==> src/rtl/game_pkg.sv <==
// game_pkg: shared board geometry, cell/board types, spawner FSM states and
// LFSR tap mask for the 2048-style board datapath.
package game_pkg;
    localparam int BOARD_N = 8;
    localparam int CELL_W  = 9;
    localparam int CELLS   = BOARD_N * BOARD_N;
    localparam int RC_W    = $clog2(BOARD_N);
    localparam int IDX_W   = 2 * RC_W;

    typedef logic [CELL_W-1:0] cell_t;
    typedef cell_t [BOARD_N-1:0][BOARD_N-1:0] board_t;

    typedef enum logic [2:0] {
        S_IDLE   = 3'd0,
        S_COUNT  = 3'd1,
        S_PICK   = 3'd2,
        S_PLACE  = 3'd3,
        S_FINISH = 3'd4
    } spawn_state_t;

    // Fibonacci taps 16,14,13,11 expressed as a mask over bits [15:0].
    localparam logic [15:0] LFSR_TAPS = 16'hB400;
endpackage

==> src/rtl/tile_spawner_if.sv <==
// tile_spawner_if: start/board handshake between the movement stage and the
// tile spawner, plus the registered board and status flags coming back.
interface tile_spawner_if;
    import game_pkg::*;

    logic   start;
    logic   moved;
    board_t board_in;
    board_t board_out;
    logic   busy;
    logic   done;
    logic   spawned;
    logic   game_won;
    logic   game_over;

    modport master (
        output start, moved, board_in,
        input  board_out, busy, done, spawned, game_won, game_over
    );

    modport slave (
        input  start, moved, board_in,
        output board_out, busy, done, spawned, game_won, game_over
    );
endinterface

==> src/rtl/lfsr16.sv <==
// lfsr16: free-running 16-bit Fibonacci LFSR, loaded with seed on reset.
module lfsr16
    import game_pkg::*;
(
    input  logic        clk,
    input  logic        rst,
    input  logic [15:0] seed,
    output logic [15:0] out
);
    // Shift left every cycle, feeding back the XOR of the tapped bits.
    always_ff @(posedge clk or negedge rst) begin
        if (!rst) out <= seed;
        else      out <= {out[14:0], ^(out & LFSR_TAPS)};
    end
endmodule

==> src/rtl/tile_spawner.sv <==
// tile_spawner: after each completed move, scans the board for empties, picks
// one pseudo-randomly, places a new tile there and registers the result along
// with sticky win / game-over flags.
// Build macro SPAWN_FOUR_EN: when defined, the new tile is 4 with probability
// 1/8 (lfsr[9:7]==0 at PICK); otherwise it is always 2.
module tile_spawner
    import game_pkg::*;
#(
    parameter int          WIN_VALUE = 256,
    parameter logic [15:0] LFSR_SEED = 16'hACE1
) (
    input  logic          clk,
    input  logic          rst,
    tile_spawner_if.slave bus
);
    localparam cell_t            WIN_CELL = cell_t'(WIN_VALUE);
    localparam logic [IDX_W-1:0] LAST_IDX = {IDX_W{1'b1}};
    localparam logic [RC_W-1:0]  RC_MAX   = {RC_W{1'b1}};
    localparam logic [RC_W-1:0]  RC_ONE   = RC_W'(1);
    localparam int               PROD_W   = 2 * IDX_W + 1;

    spawn_state_t       state;
    board_t             work, work_w, board_q;
    logic [15:0]        lfsr;
    logic [IDX_W-1:0]   idx;
    logic [IDX_W:0]     empty_cnt, seen, target;
    logic [PROD_W-1:0]  prod;
    logic [RC_W-1:0]    row, col;
    cell_t              cur, spawn_val, spawn_nx;
    logic               moved_q, any_pair, win_hit, spawned_q, won_q, over_q;
    logic               is_empty, pair_hit, place_hit, no_spawn, go_finish;
    logic               unused_lfsr;

    lfsr16 u_lfsr (
        .clk  (clk),
        .rst  (rst),
        .seed (LFSR_SEED),
        .out  (lfsr)
    );

    assign row         = idx[IDX_W-1:RC_W];
    assign col         = idx[RC_W-1:0];
    assign unused_lfsr = ^lfsr[15:IDX_W];

`ifdef SPAWN_FOUR_EN
    assign spawn_nx = (lfsr[9:7] == 3'b000) ? cell_t'(4) : cell_t'(2);
`else
    assign spawn_nx = cell_t'(2);
`endif

    // Per-cell view shared by both scans, plus the board with this cycle's spawn applied.
    always_comb begin
        cur      = work[row][col];
        is_empty = (cur == '0);
        pair_hit = 1'b0;
        if (!is_empty && (col != RC_MAX) && (cur == work[row][col + RC_ONE])) pair_hit = 1'b1;
        if (!is_empty && (row != RC_MAX) && (cur == work[row + RC_ONE][col])) pair_hit = 1'b1;
        place_hit = (state == S_PLACE) && is_empty && (seen == target);
        work_w    = work;
        if (place_hit) work_w[row][col] = spawn_val;
        no_spawn  = !moved_q || (empty_cnt == '0);
        go_finish = ((state == S_PICK) && no_spawn) ||
                    ((state == S_PLACE) && (idx == LAST_IDX));
        // Scales a 6-bit random fraction onto 0..empty_cnt-1.
        prod = PROD_W'(lfsr[IDX_W-1:0]) * PROD_W'(empty_cnt);
    end

    // Control FSM, scan counters and registered outputs.
    always_ff @(posedge clk or negedge rst) begin
        if (!rst) begin
            state     <= S_IDLE;
            idx       <= '0;
            empty_cnt <= '0;
            seen      <= '0;
            moved_q   <= 1'b0;
            any_pair  <= 1'b0;
            win_hit   <= 1'b0;
            spawned_q <= 1'b0;
            won_q     <= 1'b0;
            over_q    <= 1'b0;
            board_q   <= '0;
        end else begin
            case (state)
                S_IDLE: begin
                    if (bus.start) begin
                        moved_q   <= bus.moved;
                        empty_cnt <= '0;
                        idx       <= '0;
                        any_pair  <= 1'b0;
                        win_hit   <= 1'b0;
                        state     <= S_COUNT;
                    end
                end
                S_COUNT: begin
                    if (is_empty)         empty_cnt <= empty_cnt + 1'b1;
                    if (pair_hit)         any_pair  <= 1'b1;
                    if (cur >= WIN_CELL)  win_hit   <= 1'b1;
                    idx <= idx + 1'b1;
                    if (idx == LAST_IDX)  state <= S_PICK;
                end
                S_PICK: begin
                    seen  <= '0;
                    state <= no_spawn ? S_FINISH : S_PLACE;
                end
                S_PLACE: begin
                    if (is_empty)         seen <= seen + 1'b1;
                    idx <= idx + 1'b1;
                    if (idx == LAST_IDX)  state <= S_FINISH;
                end
                S_FINISH: state <= S_IDLE;
                default:  state <= S_IDLE;
            endcase

            // Results are registered on entry to FINISH so they are valid with done.
            if (go_finish) begin
                board_q   <= work_w;
                spawned_q <= (state == S_PLACE);
                won_q     <= won_q | win_hit;
                over_q    <= over_q | ((empty_cnt == '0) && !any_pair);
            end
        end
    end

    // Working board, spawn target and spawn value carry no reset.
    always_ff @(posedge clk) begin
        if ((state == S_IDLE) && bus.start) work <= bus.board_in;
        else if (state == S_PLACE)          work <= work_w;
        if (state == S_PICK) begin
            target    <= prod[PROD_W-1:IDX_W];
            spawn_val <= spawn_nx;
        end
    end

    assign bus.board_out = board_q;
    assign bus.busy      = (state != S_IDLE);
    assign bus.done      = (state == S_FINISH);
    assign bus.spawned   = spawned_q;
    assign bus.game_won  = won_q;
    assign bus.game_over = over_q;
endmodule

==> src/flat_wrapper.sv <==
// flat-port wrapper written by rule: the top's interface ports become plain ports
module tile_spawner_flat import game_pkg::*;
#(
    parameter int          WIN_VALUE = 256,
    parameter logic [15:0] LFSR_SEED = 16'hACE1
)
  (clk, rst, bus_start, bus_moved, bus_board_in, bus_board_out, bus_busy, bus_done, bus_spawned, bus_game_won, bus_game_over);
  tile_spawner_if bus_i ();
  input  logic clk;
  input  logic rst;
  input wire logic [$bits(bus_i.start)-1:0] bus_start;
  input wire logic [$bits(bus_i.moved)-1:0] bus_moved;
  input wire logic [$bits(bus_i.board_in)-1:0] bus_board_in;
  output wire logic [$bits(bus_i.board_out)-1:0] bus_board_out;
  output wire logic [$bits(bus_i.busy)-1:0] bus_busy;
  output wire logic [$bits(bus_i.done)-1:0] bus_done;
  output wire logic [$bits(bus_i.spawned)-1:0] bus_spawned;
  output wire logic [$bits(bus_i.game_won)-1:0] bus_game_won;
  output wire logic [$bits(bus_i.game_over)-1:0] bus_game_over;
  assign bus_i.start = bus_start;
  assign bus_i.moved = bus_moved;
  assign bus_i.board_in = bus_board_in;
  assign bus_board_out = bus_i.board_out;
  assign bus_busy = bus_i.busy;
  assign bus_done = bus_i.done;
  assign bus_spawned = bus_i.spawned;
  assign bus_game_won = bus_i.game_won;
  assign bus_game_over = bus_i.game_over;
  tile_spawner #(.WIN_VALUE(WIN_VALUE), .LFSR_SEED(LFSR_SEED)) u_core (.clk(clk), .rst(rst), .bus(bus_i));
endmodule
==> config.mk <==
export PLATFORM = sky130hd
export DESIGN_NAME = tile_spawner_flat
export DESIGN_NICKNAME = d
export VERILOG_FILES = /design/src/rtl/game_pkg.sv /design/src/rtl/tile_spawner_if.sv /design/src/rtl/lfsr16.sv /design/src/rtl/tile_spawner.sv /design/src/flat_wrapper.sv
export SDC_FILE = /design/constraint.sdc
export NUM_CORES = 2
export LEC_CHECK = 0
export BUFFER_PORTS_ARGS = -buffer_cell sky130_fd_sc_hd__buf_2
export CORE_AREA = 8 8 446 448
export CTS_CLUSTER_SIZE = 30
export DETAILED_ROUTE_END_ITERATION = 10
export DIE_AREA = 0 0 454 456
export PLACE_DENSITY_LB_ADDON = 0.2
export REMOVE_ABC_BUFFERS = 1
export SLEW_MARGIN = 30
export SYNTH_ARGS = -nofsm -noshare
export SYNTH_HDL_FRONTEND = slang
export SYNTH_SLANG_ARGS = --single-unit
==> constraint.sdc <==
create_clock -name clk -period 32.8 [get_ports clk]
set_input_delay 4.92 -clock clk [delete_from_list [all_inputs] [get_ports clk]]
set_output_delay 4.92 -clock clk [all_outputs]
set_load 0.02 [all_outputs]
# After elaboration in Yosys (flattened, before gate mapping)
# Index checks and enable logic that the tools add are counted.
totals:
  output_inout_bits: 581
  in_bits: 580
  wordCells: 245
  regBits: 1204
classes:
  order_cmp: 7
  eq_ne: 17
  mux: 36
  n_addsub: 5
  mul: 1
  bitwise: 5
  reduce_logical: 34
op_table:
  columns: ["op", "count"]
  rows:
  - ["2-to-1 mux 576 bit", 3]
  - ["AND 512 bit", 1]
  - ["inverter 512 bit", 1]
  - ["binary-select mux 72 bit (select 3 bit)", 2]
  - ["demux 72 bit (select 3 bit)", 1]
  - ["2-to-1 mux 72 bit", 3]
  - ["binary-select mux 9 bit (select 3 bit)", 3]
  - ["OR 64 bit", 1]
  - ["2-to-1 mux 9 bit", 4]
  - ["case mux 7 bit (2 select lines)", 2]
  - ["demux 9 bit (select 3 bit)", 1]
  - ["2-to-1 mux 7 bit", 3]
  - ["== test 9 bit", 2]
  - ["< comparator 3 x 4 -> 1 bit (second input constant)", 4]
  - ["XOR reduction 16 bit", 1]
  - ["adder 7 x 1 -> 7 bit (second input constant)", 2]
  - ["multiplier 6 x 7 -> 13 bit", 1]
  - ["logical AND 1 bit", 12]
  - ["2-to-1 mux 3 bit", 4]
  - ["inequality test 2 x 1 -> 1 bit (second input constant)", 6]
  - ["case mux 3 bit (4 select lines)", 1]
  - ["case mux 6 bit (2 select lines)", 1]
  - ["AND reduction 3 bit", 4]
  - [">= comparator 9 bit (second input constant)", 1]
  - ["other kinds (23)", 41]

# Depth between registers and ports, before layout
logic_depth:
  word_depth: 12
  ltp_mapped: 19
  depth_no_buf: 17

# Least setup slack after synthesis
# No wires, ideal clock.
synth_path:
  kind: "input-to-reg"
  start: "input bus_start"
  end: "register u_core.work[0] (netlist bit) (enable)"
  setup_slack_ns: 13.745
  path_stages: 4
  required_ns: 28.702
  n_path_buf: 2
  arrival_time_ns: 14.957
  cell_sequence: "nand2_1 -> clkbuf_1 -> clkbuf_1 -> nand2_1"
synth_between:
  elab_chain_len: 2
synth_lines:
  columns: ["item", "line", "text"]
  rows:
  - ["start, declared", "flat_wrapper.sv:11", "input wire logic [$bits(bus_i.start)-1:0] bus_start;"]
  - ["logical AND 1 bit", "tile_spawner.sv:126", "if ((state == S_IDLE) && bus.start) work <= bus.board_in;"]
  - ["nonzero test 2 bit (no line)", null, null]
  - ["end signal, assigned", "tile_spawner.sv:126", null]
  - ["end signal, assigned", "tile_spawner.sv:127", "else if (state == S_PLACE) work <= work_w;"]
  - ["end, declared", "tile_spawner.sv:23", "board_t work, work_w, board_q;"]
# Every way passes these cells.
# A chain may end at the register's enable or synchronous reset.

# Worst setup path after layout
layout_path:
  start: "input bus_start"
  end: "register u_core.work[535] (netlist bit) (enable)"
# The elaborated chain is that of the path after synthesis.

==> impl_metrics.env <==
export IMPL_ir_worst_vdd_v=0.00005399
export IMPL_flow_area_growth_from_synthesis_pct=22.23
export IMPL_setup_worst_path_start_class="input port"
export IMPL_setup_viol_count_final=0
export IMPL_antenna_violations_before_repair=74
export IMPL_post_synth_cell_types=85
export IMPL_layout_filler_cells=19530
export IMPL_detail_route_wl_per_cell_microns=29.84
export IMPL_postSynthRegisterBits=1204
export IMPL_gp_congestion=0.8937
export IMPL_signal_arrival_time_at_the_worst_endpoint_ns=8.57
export IMPL_place_port_buffers=1160
export IMPL_crit_fanout=69
export IMPL_comb_power_share=0.386
export IMPL_maxSlewViolCount=0
export IMPL_place_hpwl_microns=220300
export IMPL_cts_clk_slew_worst_paths_ns=0.05
export IMPL_synth_seq_area_share=0.5499
export IMPL_hold_violations=0
export IMPL_run_status="completed"
export IMPL_floorplan_initialDensity=0.3138
export IMPL_clockBufferDepth=3
export IMPL_p_sw_frac=0.4107
export IMPL_worst_slew_margin_rel=0.2471
export IMPL_p_switching_mw=2.330
export IMPL_timing_final_crit_share=0.2484
export IMPL_clock_latency_on_the_worst_skew_pair_ns=0.83
export IMPL_synth_top_cells_by_area="edfxtp_1 (29%), dfrtp_1 (26%), nand2_1 (21%)"
export IMPL_layout_nets=7952
export IMPL_grt_setup_unrepaired="false"
export IMPL_clock_period_minus_final_worst_setup_slack_ns=8.147
export IMPL_route_vias_total=52410
export IMPL_cap_viol_max_count=0
export IMPL_grt_pass1_vias=52290
export IMPL_globalRoute_totalOverflow=0
export IMPL_drtAntennaViolNets=0
export IMPL_power_density_mw_per_mm2=77.22
export IMPL_timing_hold_ws_ns=0.3516
export IMPL_clock_skews_ns=0.03571
export IMPL_tritoncts="done"
export IMPL_vias_per_cell=5.228
export IMPL_internal_power_mw=3.344
export IMPL_ratio_of_cells_with_drive_above_1_in_the_final_layout=0.2316
export IMPL_cts_root_buffer="clkbuf_16"
export IMPL_clock_sinks=1204
export IMPL_die_area_sq_mm=0.2070
export IMPL_post_synth_cell_area_avg_sq_um=9.542
export IMPL_routed_wirelength_microns=299100
export IMPL_dp_worst_setup_slack_ns=23.52
export IMPL_worst_slew_pin_transition_ns=1.118
export IMPL_max_freq_mhz=122.7
export IMPL_crit_path_kind="in -> reg"
export IMPL_yosys_most_used_dff="dfrtp_1"
export IMPL_async_reset_ff_frac=0.5158
export IMPL_drc=0
export IMPL_core_area_sq_mm=0.1916
export IMPL_total_leakage_power_nw=31.06
export IMPL_mappedNetlistArea_sq_mm=0.06012
export IMPL_dpl_cell_area_sq_mm=0.06842
export IMPL_htreeDepth=4
export IMPL_grt_pass1_wl_microns=412600
export IMPL_end_kind="flop"
export IMPL_pnr_worst_setup_slack_ns=24.65
export IMPL_synth_yosys_warnings=0
export IMPL_first_iter_violations=4920
export IMPL_power_frac_clock=0.290
export IMPL_drt_pass1_iterations=6
export IMPL_critPathRequiredTime_ns=33.22
export IMPL_post_cts_buffers=0
export IMPL_die_w_microns=454
export IMPL_grt_max_degree=182
export IMPL_p_seq_frac=0.324
export IMPL_yosysMostFrequentCell="nand2_1"
export IMPL_die_h_microns=456
export IMPL_hold_buffers=0
export IMPL_design_portCount=1161
export IMPL_synthDominantAreaCellType="edfxtp_1"
export IMPL_hold_class="reg -> reg"
export IMPL_cts_buffers=145
export IMPL_postCtsResizedCells=0
export IMPL_totalNegativeSetupSlack_ns=0
export IMPL_grt_util_all_layers=0.2779
export IMPL_synth_top_cell_area_share=0.2912
export IMPL_synth_edff_count=583
export IMPL_synth_cells_most_frequent="nand2_1 (3356), dfrtp_1 (613), edfxtp_1 (583)"
export IMPL_row_count=161
export IMPL_finish_instance_area_sq_mm=0.07348
export IMPL_synth_cells=6300
-- stage by stage --
stage / std cells / utilization / power (mW)
5_1_grt: 10010 / 0.3834 / 5.866
6_report: 10030 / 0.3835 / 5.674
3_5_place_dp: 9703 / 0.3572 / 4.067
2_1_floorplan: 5911 / - / 3.211
3_3_place_gp: 9703 / 0.3571 / 4.054
4_1_cts: 9974 / 0.3823 / 5.722
-- flip-flops by register name, indices dropped and copies added, names as in the netlist --
signal / cells
u_core.idx: 6
u_core.bus.game_over: 1
u_core.bus.game_won: 1
u_core.seen: 7
u_core.target: 7
u_core.moved_q: 1
u_core.any_pair: 1
u_core.bus.board_out: 576
u_core.empty_cnt: 7
u_core.bus.spawned: 1
u_core.win_hit: 1
u_core.state: 3
u_core.work: 576
u_core.u_lfsr.out: 16
-- final timing paths --
kind / startpoint / endpoint / slack [ns] / cells past startpoint
max in group asynchronous: rst / u_core.bus.board_out[511]$_DFFE_PN0P_ / 25.10 / 5
min in group asynchronous: rst / u_core.bus.board_out[69]$_DFFE_PN0P_ / 4.14 / 1
setup / recovery: bus_start / u_core.work[535]$_DFFE_PP_ / 24.65 / 6
setup reg to reg: u_core.idx[3]$_DFFE_PN0P_ / u_core.work[82]$_DFFE_PP_ / 26.18 / 11
hold reg to reg: u_core.u_lfsr.out[9]$_DFF_PN0_ / u_core.u_lfsr.out[10]$_DFF_PN1_ / 0.35 / 0
hold / removal: u_core.u_lfsr.out[9]$_DFF_PN0_ / u_core.u_lfsr.out[10]$_DFF_PN1_ / 0.35 / 0
-- layout by cell type (no fill, tap or decap), types with 11 or more instances in the layout --
cell          n
a211oi_1     24
a21oi_1      42
a221oi_1     16
a22oi_1     100
and2_1       40
buf_2      1159
buf_4        95
clkbuf_1     37
clkbuf_16   148
clkbuf_8     27
clkinv_1     13
clkinv_2     26
dfrtp_1     609
diode_2      48
edfxtp_1    583
fa_1         20
ha_1         23
inv_1        41
mux2_2       22
mux2i_1     327
mux4_2      143
nand2_1    3353
nand2b_1     15
nand3_1      69
nand4_1      19
nor2_1       41
nor3_1       15
o211ai_1     13
o21ai_0     105
o22ai_1      35
o31ai_1      11
xnor2_1      21
xor2_1       16
-- routing by layer --
layer	GRT usage	vias up	wire length [microns]	part of all wire
met5	0	-	128	0.00043
met4	0.1475	22	16850	0.056
met3	0.05321	532	19480	0.065
met2	0.4511	2288	142900	0.48
met1	0.3508	26340	119700	0.40
li1	-	23230	-	-
-- critical path, stage by stage --
cell     delay, ns
buf_2         0.16
nand2_4       0.38
nand2_8       0.63
buf_4         0.73
buf_4         0.67
buf_4         0.84
-- cell type report --
class,count,area [sq um],area share
diodes,48,120.1,0.001635
clock buffers,212,4214,0.05735
clock inverters,59,603.1,0.008208
inverters,49,192.7,0.002622
multi-input cells,4658,25340,0.3449
flip-flops and latches,1204,33070,0.4501
well taps,2526,3161,0.04301
repair buffers,1269,6770,0.09214
-- power by group through the flow --
stage | combinational, mW | clock, mW | sequential, mW
2_1_floorplan | 1.25 | 0 | 1.96
3_3_place_gp | 2.19 | 0 | 1.86
3_5_place_dp | 2.21 | 0 | 1.86
4_1_cts | 2.21 | 1.68 | 1.83
5_1_grt | 2.29 | 1.73 | 1.84
6_report | 2.19 | 1.65 | 1.84
-- logic make-up (layout without fill, tap and decap cells) --
logic type | Yosys count | in the layout | share of synthesized area
AND/OR/NAND/NOR | 3646 | 3646 | 0.2379
flip-flops | 1204 | 1204 | 0.5499
multiplexers | 502 | 502 | 0.1146
buffers and inverters | 438 | 1589 | 0.03162
AO/OA/AOI/OAI | 428 | 428 | 0.04879
adder cells (fa/ha/maj) | 45 | 45 | 0.01186
XOR/XNOR | 37 | 37 | 0.005391
other | 0 | 48 | 0
Power figures use the tool's default switching activity.
